===== src/rtl/jogo_sequencias_param.sv =====
// Sequence-memory game engine: LFSR-generated sequence, LED playback, timed player-input checking.
// Optional macro JOGO_SYNC_EN inserts a 2-flop synchroniser on botoes ahead of move detection.
module jogo_sequencias_param #(
  parameter int          N_BOTOES   = 4,
  parameter int          PROF_MAX   = 16,
  parameter int          PROF_CURTA = 4,
  parameter int          T_EXIBE    = 1000,
  parameter int          T_PAUSA    = 500,
  parameter int          T_TIMEOUT  = 3000,
  parameter logic [15:0] SEMENTE    = 16'hACE1
) (
  input  logic                clock,
  input  logic                reset,
  input  logic                jogar,
  input  logic                modo,
  input  logic [N_BOTOES-1:0] botoes,
  output logic [N_BOTOES-1:0] leds,
  output logic                pronto,
  output logic                ganhou,
  output logic                perdeu,
  output logic                timeout,
  output logic [6:0]          db_rodada,
  output logic [3:0]          db_esperada,
  output logic [3:0]          db_estado
);

  localparam int EW    = $clog2(N_BOTOES);
  localparam int AW    = $clog2(PROF_MAX);
  localparam int T_MAX = (T_EXIBE > T_PAUSA) ? ((T_EXIBE > T_TIMEOUT) ? T_EXIBE : T_TIMEOUT)
                                             : ((T_PAUSA > T_TIMEOUT) ? T_PAUSA : T_TIMEOUT);
  localparam int TW    = $clog2(T_MAX + 1);

  typedef enum logic [3:0] {
    ST_INICIAL = 4'h0, ST_GERA   = 4'h1, ST_PREP    = 4'h2, ST_EXIBE   = 4'h3,
    ST_PAUSA   = 4'h4, ST_ESPERA = 4'h5, ST_COMPARA = 4'h6, ST_GANHOU  = 4'hA,
    ST_PERDEU  = 4'hB, ST_TIMEOUT = 4'hC
  } estado_t;

  estado_t             estado, estado_prox;
  logic [15:0]         lfsr;
  logic [EW-1:0]       mem [PROF_MAX];
  logic [AW-1:0]       addr, addr_d;
  logic [6:0]          rodada, rodada_d, limite, limite_d;
  logic [TW-1:0]       timer, timer_d;
  logic [N_BOTOES-1:0] jogada, jogada_d, botoes_ant, botoes_s, esperado_oh;
  logic                gravar, movimento, ultimo;

`ifdef JOGO_SYNC_EN
  logic [N_BOTOES-1:0] sinc_1, sinc_2;
  always_ff @(posedge clock) begin
    if (reset) begin
      sinc_1 <= '0;
      sinc_2 <= '0;
    end else begin
      sinc_1 <= botoes;
      sinc_2 <= sinc_1;
    end
  end
  assign botoes_s = sinc_2;
`else
  assign botoes_s = botoes;
`endif

  // A move is only the 0 -> nonzero transition; a held button never repeats.
  assign movimento = (botoes_s != '0) && (botoes_ant == '0);
  assign ultimo    = ({{(7-AW){1'b0}}, addr} == (rodada - 7'd1));

  always_comb begin
    esperado_oh = '0;
    esperado_oh[mem[addr]] = 1'b1;
  end

  always_comb begin
    estado_prox = estado;
    addr_d      = addr;
    rodada_d    = rodada;
    limite_d    = limite;
    timer_d     = timer + TW'(1);
    jogada_d    = jogada;
    gravar      = 1'b0;
    case (estado)
      ST_INICIAL, ST_GANHOU, ST_PERDEU, ST_TIMEOUT: begin
        if (jogar) begin
          limite_d    = modo ? 7'(PROF_MAX) : 7'(PROF_CURTA);
          addr_d      = '0;
          rodada_d    = 7'd1;
          estado_prox = ST_GERA;
        end
      end
      ST_GERA: begin
        gravar = 1'b1;
        if (addr == AW'(PROF_MAX - 1)) estado_prox = ST_PREP;
        else                           addr_d      = addr + AW'(1);
      end
      ST_PREP: begin
        addr_d      = '0;
        timer_d     = '0;
        estado_prox = ST_EXIBE;
      end
      ST_EXIBE: begin
        if (timer == TW'(T_EXIBE - 1)) begin
          timer_d     = '0;
          estado_prox = ST_PAUSA;
        end
      end
      ST_PAUSA: begin
        if (timer == TW'(T_PAUSA - 1)) begin
          timer_d = '0;
          if (ultimo) begin
            addr_d      = '0;
            estado_prox = ST_ESPERA;
          end else begin
            addr_d      = addr + AW'(1);
            estado_prox = ST_EXIBE;
          end
        end
      end
      ST_ESPERA: begin
        // A move in the expiry cycle still counts.
        if (movimento) begin
          jogada_d    = botoes_s;
          estado_prox = ST_COMPARA;
        end else if (timer == TW'(T_TIMEOUT - 1)) begin
          estado_prox = ST_TIMEOUT;
        end
      end
      ST_COMPARA: begin
        timer_d = '0;
        if (jogada != esperado_oh) begin
          estado_prox = ST_PERDEU;
        end else if (!ultimo) begin
          addr_d      = addr + AW'(1);
          estado_prox = ST_ESPERA;
        end else if (rodada == limite) begin
          estado_prox = ST_GANHOU;
        end else begin
          rodada_d    = rodada + 7'd1;
          estado_prox = ST_PREP;
        end
      end
      default: estado_prox = ST_INICIAL;
    endcase
  end

  always_ff @(posedge clock) begin
    if (reset) begin
      estado     <= ST_INICIAL;
      lfsr       <= SEMENTE;
      addr       <= '0;
      rodada     <= '0;
      limite     <= '0;
      timer      <= '0;
      jogada     <= '0;
      botoes_ant <= '0;
      for (int i = 0; i < PROF_MAX; i++) mem[i] <= '0;
    end else begin
      estado     <= estado_prox;
      lfsr       <= {lfsr[14:0], lfsr[15] ^ lfsr[13] ^ lfsr[12] ^ lfsr[10]};
      addr       <= addr_d;
      rodada     <= rodada_d;
      limite     <= limite_d;
      timer      <= timer_d;
      jogada     <= jogada_d;
      botoes_ant <= botoes_s;
      if (gravar) mem[addr] <= lfsr[EW-1:0];
    end
  end

  always_comb begin
    leds = '0;
    case (estado)
      ST_EXIBE:  leds = esperado_oh;
      ST_ESPERA: leds = botoes_s;
      default:   leds = '0;
    endcase
  end

  assign ganhou      = (estado == ST_GANHOU);
  assign perdeu      = (estado == ST_PERDEU);
  assign timeout     = (estado == ST_TIMEOUT);
  assign pronto      = ganhou || perdeu || timeout;
  assign db_rodada   = (estado == ST_INICIAL) ? 7'd0 : rodada;
  assign db_esperada = 4'(mem[addr]);
  assign db_estado   = estado;

endmodule

===== config.mk =====
export PLATFORM = sky130hd
export DESIGN_NAME = jogo_sequencias_param
export DESIGN_NICKNAME = d
export VERILOG_FILES = /design/src/rtl/jogo_sequencias_param.sv
export SDC_FILE = /design/constraint.sdc
export NUM_CORES = 1
export LEC_CHECK = 0
export CORE_AREA = 2 2 106 108
export DETAILED_ROUTE_END_ITERATION = 10
export DIE_AREA = 0 0 108 110
export GPL_ROUTABILITY_DRIVEN = 0
export PLACE_DENSITY = 0.69
export RECOVER_POWER = 25
export REMOVE_ABC_BUFFERS = 1
export SLEW_MARGIN = 20
export SYNTH_ARGS = -nofsm -noshare
export SYNTH_HDL_FRONTEND = slang
export SYNTH_SLANG_ARGS = --single-unit

===== constraint.sdc =====
create_clock -name clock -period 2.7 [get_ports clock]
set_clock_uncertainty 0.05 [all_clocks]
set_input_delay 0.81 -clock clock [delete_from_list [all_inputs] [get_ports clock]]
set_output_delay 0.81 -clock clock [all_outputs]
set_load 0.1 [all_outputs]

==> flow_metrics.env <==
export IMPL_fin_util_pct=56.8
export IMPL_globalRoute_busiestLayer="met2"
export IMPL_first_pass_iters=6
export IMPL_ant_nets=0
export IMPL_clkSinkCount=89
export IMPL_grt_max_degree=19
export IMPL_period_share_pct=115
export IMPL_rsz0062_at_grt="true"
export IMPL_drcViolationCount=0
export IMPL_report_final_setup_viol=23
export IMPL_fmax_ghz=0.323
export IMPL_r2r_end="rodada[2]$_SDFFE_PP0P_"
export IMPL_met1_usage_pct=26.5
export IMPL_hold_class="register to register"
export IMPL_cts_buffers=9
export IMPL_critPathLaunchType="register"
export IMPL_io_pins=31
export IMPL_dp_cells=689
export IMPL_cp_required_ps=1840
export IMPL_worstSetupPathType="register to output pin"
export IMPL_worst_slack_ps=-399
export IMPL_nFillCells=902
export IMPL_htree_levels=3
export IMPL_groute_usage_overall_pct=19.9
export IMPL_area_growth_pct=29.4
export IMPL_hpwl_um=8260
export IMPL_violations="negative setup slack"
export IMPL_combPwrFrac_pct=38.1
export IMPL_finalNetCount=580
export IMPL_switchingPower_uw=1600
export IMPL_yosysWarnings=0
export IMPL_die_area_um2=11900
export IMPL_synth_cells=498
export IMPL_dieHeight_um=110
export IMPL_internal_power_uw=2690
export IMPL_finalPower_uw=4290
export IMPL_final_cell_mix="53 x dfxtp_1, 52 x nand2_1, 49 x buf_4"
export IMPL_final_hold_viol_count=0
export IMPL_seq_power_share_pct=37.7
export IMPL_hp_start="lfsr[9]$_SDFF_PP0_"
export IMPL_routedWlPerCell_um=16.2
export IMPL_clkSlewWorstSetupHoldPaths_ps=90
export IMPL_first_global_vias=3789
export IMPL_swShare_pct=37.3
export IMPL_synth_edf_count=32
export IMPL_use_met2_pct=32.3
export IMPL_cts_tree="built"
export IMPL_cts_root_buf="clkbuf_8"
export IMPL_first_iter_violations=289
export IMPL_min_to="lfsr[10]$_SDFF_PP1_"
export IMPL_drv_cap=0
export IMPL_cp_max_fo=2
export IMPL_overflow=0
export IMPL_portBuffers=28
export IMPL_die_w_um=108
export IMPL_clkPwrFrac_pct=24.2
export IMPL_antenna_found_initial=0
export IMPL_antennaDiodeCount=0
export IMPL_vias=3937
export IMPL_worst_pin_slew_ps=708
export IMPL_irDropWorstVdd_uv=530
export IMPL_cp_data_arrival_time_ps=2240
export IMPL_end_kind="output pin"
export IMPL_period_needed_ps=3100
export IMPL_fp_coreArea_um2=10700
export IMPL_tns_ps=-3100
export IMPL_p_leak_uw=0.00239
export IMPL_insertion_delay_ps=370
export IMPL_r2r_slack_ps=-190
export IMPL_met3_usage_pct=4.76
export IMPL_max_slew_margin_pct=52.7
export IMPL_final_layout_size_suffix_gt1_share_pct=25.8
export IMPL_cts_buffer_depth=2
export IMPL_wl_um=11500
export IMPL_final_common_cell="dfxtp_1"
export IMPL_stdcell_count=709
export IMPL_holdWs_ps=367
export IMPL_worstHoldPathCells=1
export IMPL_vias_per_cell=5.55
export IMPL_syn_area_per_cell_um2=9.43
export IMPL_grt_pass1_wl_um=18300
export IMPL_rr_worst_depth=11
export IMPL_start_util_pct=43.9
export IMPL_ys_seq_area_share_pct=44.7
export IMPL_yosys_register_bits=89
export IMPL_ys_types=69
export IMPL_netlist_area_um2=4700
export IMPL_status="finished, violations left"
export IMPL_drv_slew=0
export IMPL_num_rows=38
export IMPL_async_flop_share_pct=0
export IMPL_power_per_cell_area_nw_per_um2=705
export IMPL_synthFlopType="dfxtp_1"
[final cells by class]
type | instances | area, µm² | area share, %
clock inverter | 7 | 98.8 | 1.63
clock buffer | 9 | 124 | 2.04
inverter | 16 | 60.1 | 0.988
tap | 140 | 175 | 2.88
sequential | 89 | 2110 | 34.7
timing repair buffer | 87 | 918 | 15.1
multi-input combinational | 361 | 2590 | 42.6
[sequential cells by signal (all words and copies together), names as in the netlist, named ones only]
register / cells
addr: 4
botoes_ant: 4
db_estado: 4
jogada: 4
lfsr: 16
limite: 2
mem: 32
rodada: 7
timer: 12
[synthesized netlist by cell type, types with 5 or more instances]
cell	n	area [µm²]
edfxtp_1	32	961
mux2i_1	17	170
or2_2	9	56.3
nor2_1	47	176
and2_1	12	75.1
and3_1	28	175
dfxtp_1	57	1140
nand4_1	5	31.3
inv_1	16	60.1
xor2_1	12	105
nand3_1	10	50.1
ha_1	8	100
clkbuf_1	23	86.3
nand2_1	54	203
nor4b_1	5	43.8
a21oi_1	12	60.1
nor3_1	13	65.1
nor2b_1	29	181
o21ai_0	10	50.1
and4_1	6	52.6
xnor2_1	10	87.6
[power groups by stage]
stage / Clock [µW] / Sequential, µW / Combinational, µW
floorplan: 0 / 1720 / 810
global placement: 0 / 1630 / 1450
detailed placement: 0 / 1630 / 1470
CTS: 1050 / 1610 / 1530
global route: 1090 / 1630 / 1760
finish: 1040 / 1620 / 1630
[critical path, stage by stage (launching register included)]
cell	delay [ps]
edfxtp_1	420
mux4_2	500
mux2_4	300
a21oi_4	140
buf_4	140
a22o_1	180
buf_12	180
[metrics by stage]
stage,area (µm²),worst slack [ps]
floorplan,4540,-3860
global placement,5610,-189
detailed placement,5610,-303
CTS,5950,-413
global route,6080,-493
finish,6080,-399
[how the worst max path moves through the flow]
stage / slack [ps] / depth (start not counted) / endpoint / start
global route: -490 / 9 / leds[0] / register
detailed placement: -300 / 7 / leds[1] / register
global placement: -190 / 7 / leds[1] / register
floorplan: -3860 / 5 / leds[1] / register
CTS: -410 / 6 / leds[2] / mem[14][1]$_SDFFCE_PN0P_
finish: -400 / 6 / leds[0] / mem[14][1]$_SDFFCE_PN0P_
[per-layer routing]
layer | vias up | wire, µm
li1 | 1900 | -
met3 | 17 | 587
met1 | 1918 | 5270
met4 | 0 | 172
met5 | - | 0
met2 | 102 | 5480
[logic make-up (layout without fill, tap and decap cells)]
group / count (synthesis) / count (layout) / synth area share (%)
xor+xnor: 22 / 22 / 4.10
flops: 89 / 89 / 44.7
buf+inv: 49 / 119 / 4.74
fa+ha+maj: 8 / 8 / 2.13
other cells: 1 / 2 / 0.0798
mux: 23 / 23 / 6.34
simple gates: 238 / 238 / 27.0
compound gates: 68 / 68 / 10.9
[what timing repair did]
item / CTS / global route
gates resized for setup: 27 / 28
hold endpoints to repair: 0 / 0
setup buffers: 3 / 2
gates cloned: 0 / 0
hold buffers: 0 / 0
pin swaps: 10 / 10
setup endpoints to repair: 25 / 26
Power figures use the tool's default switching activity.
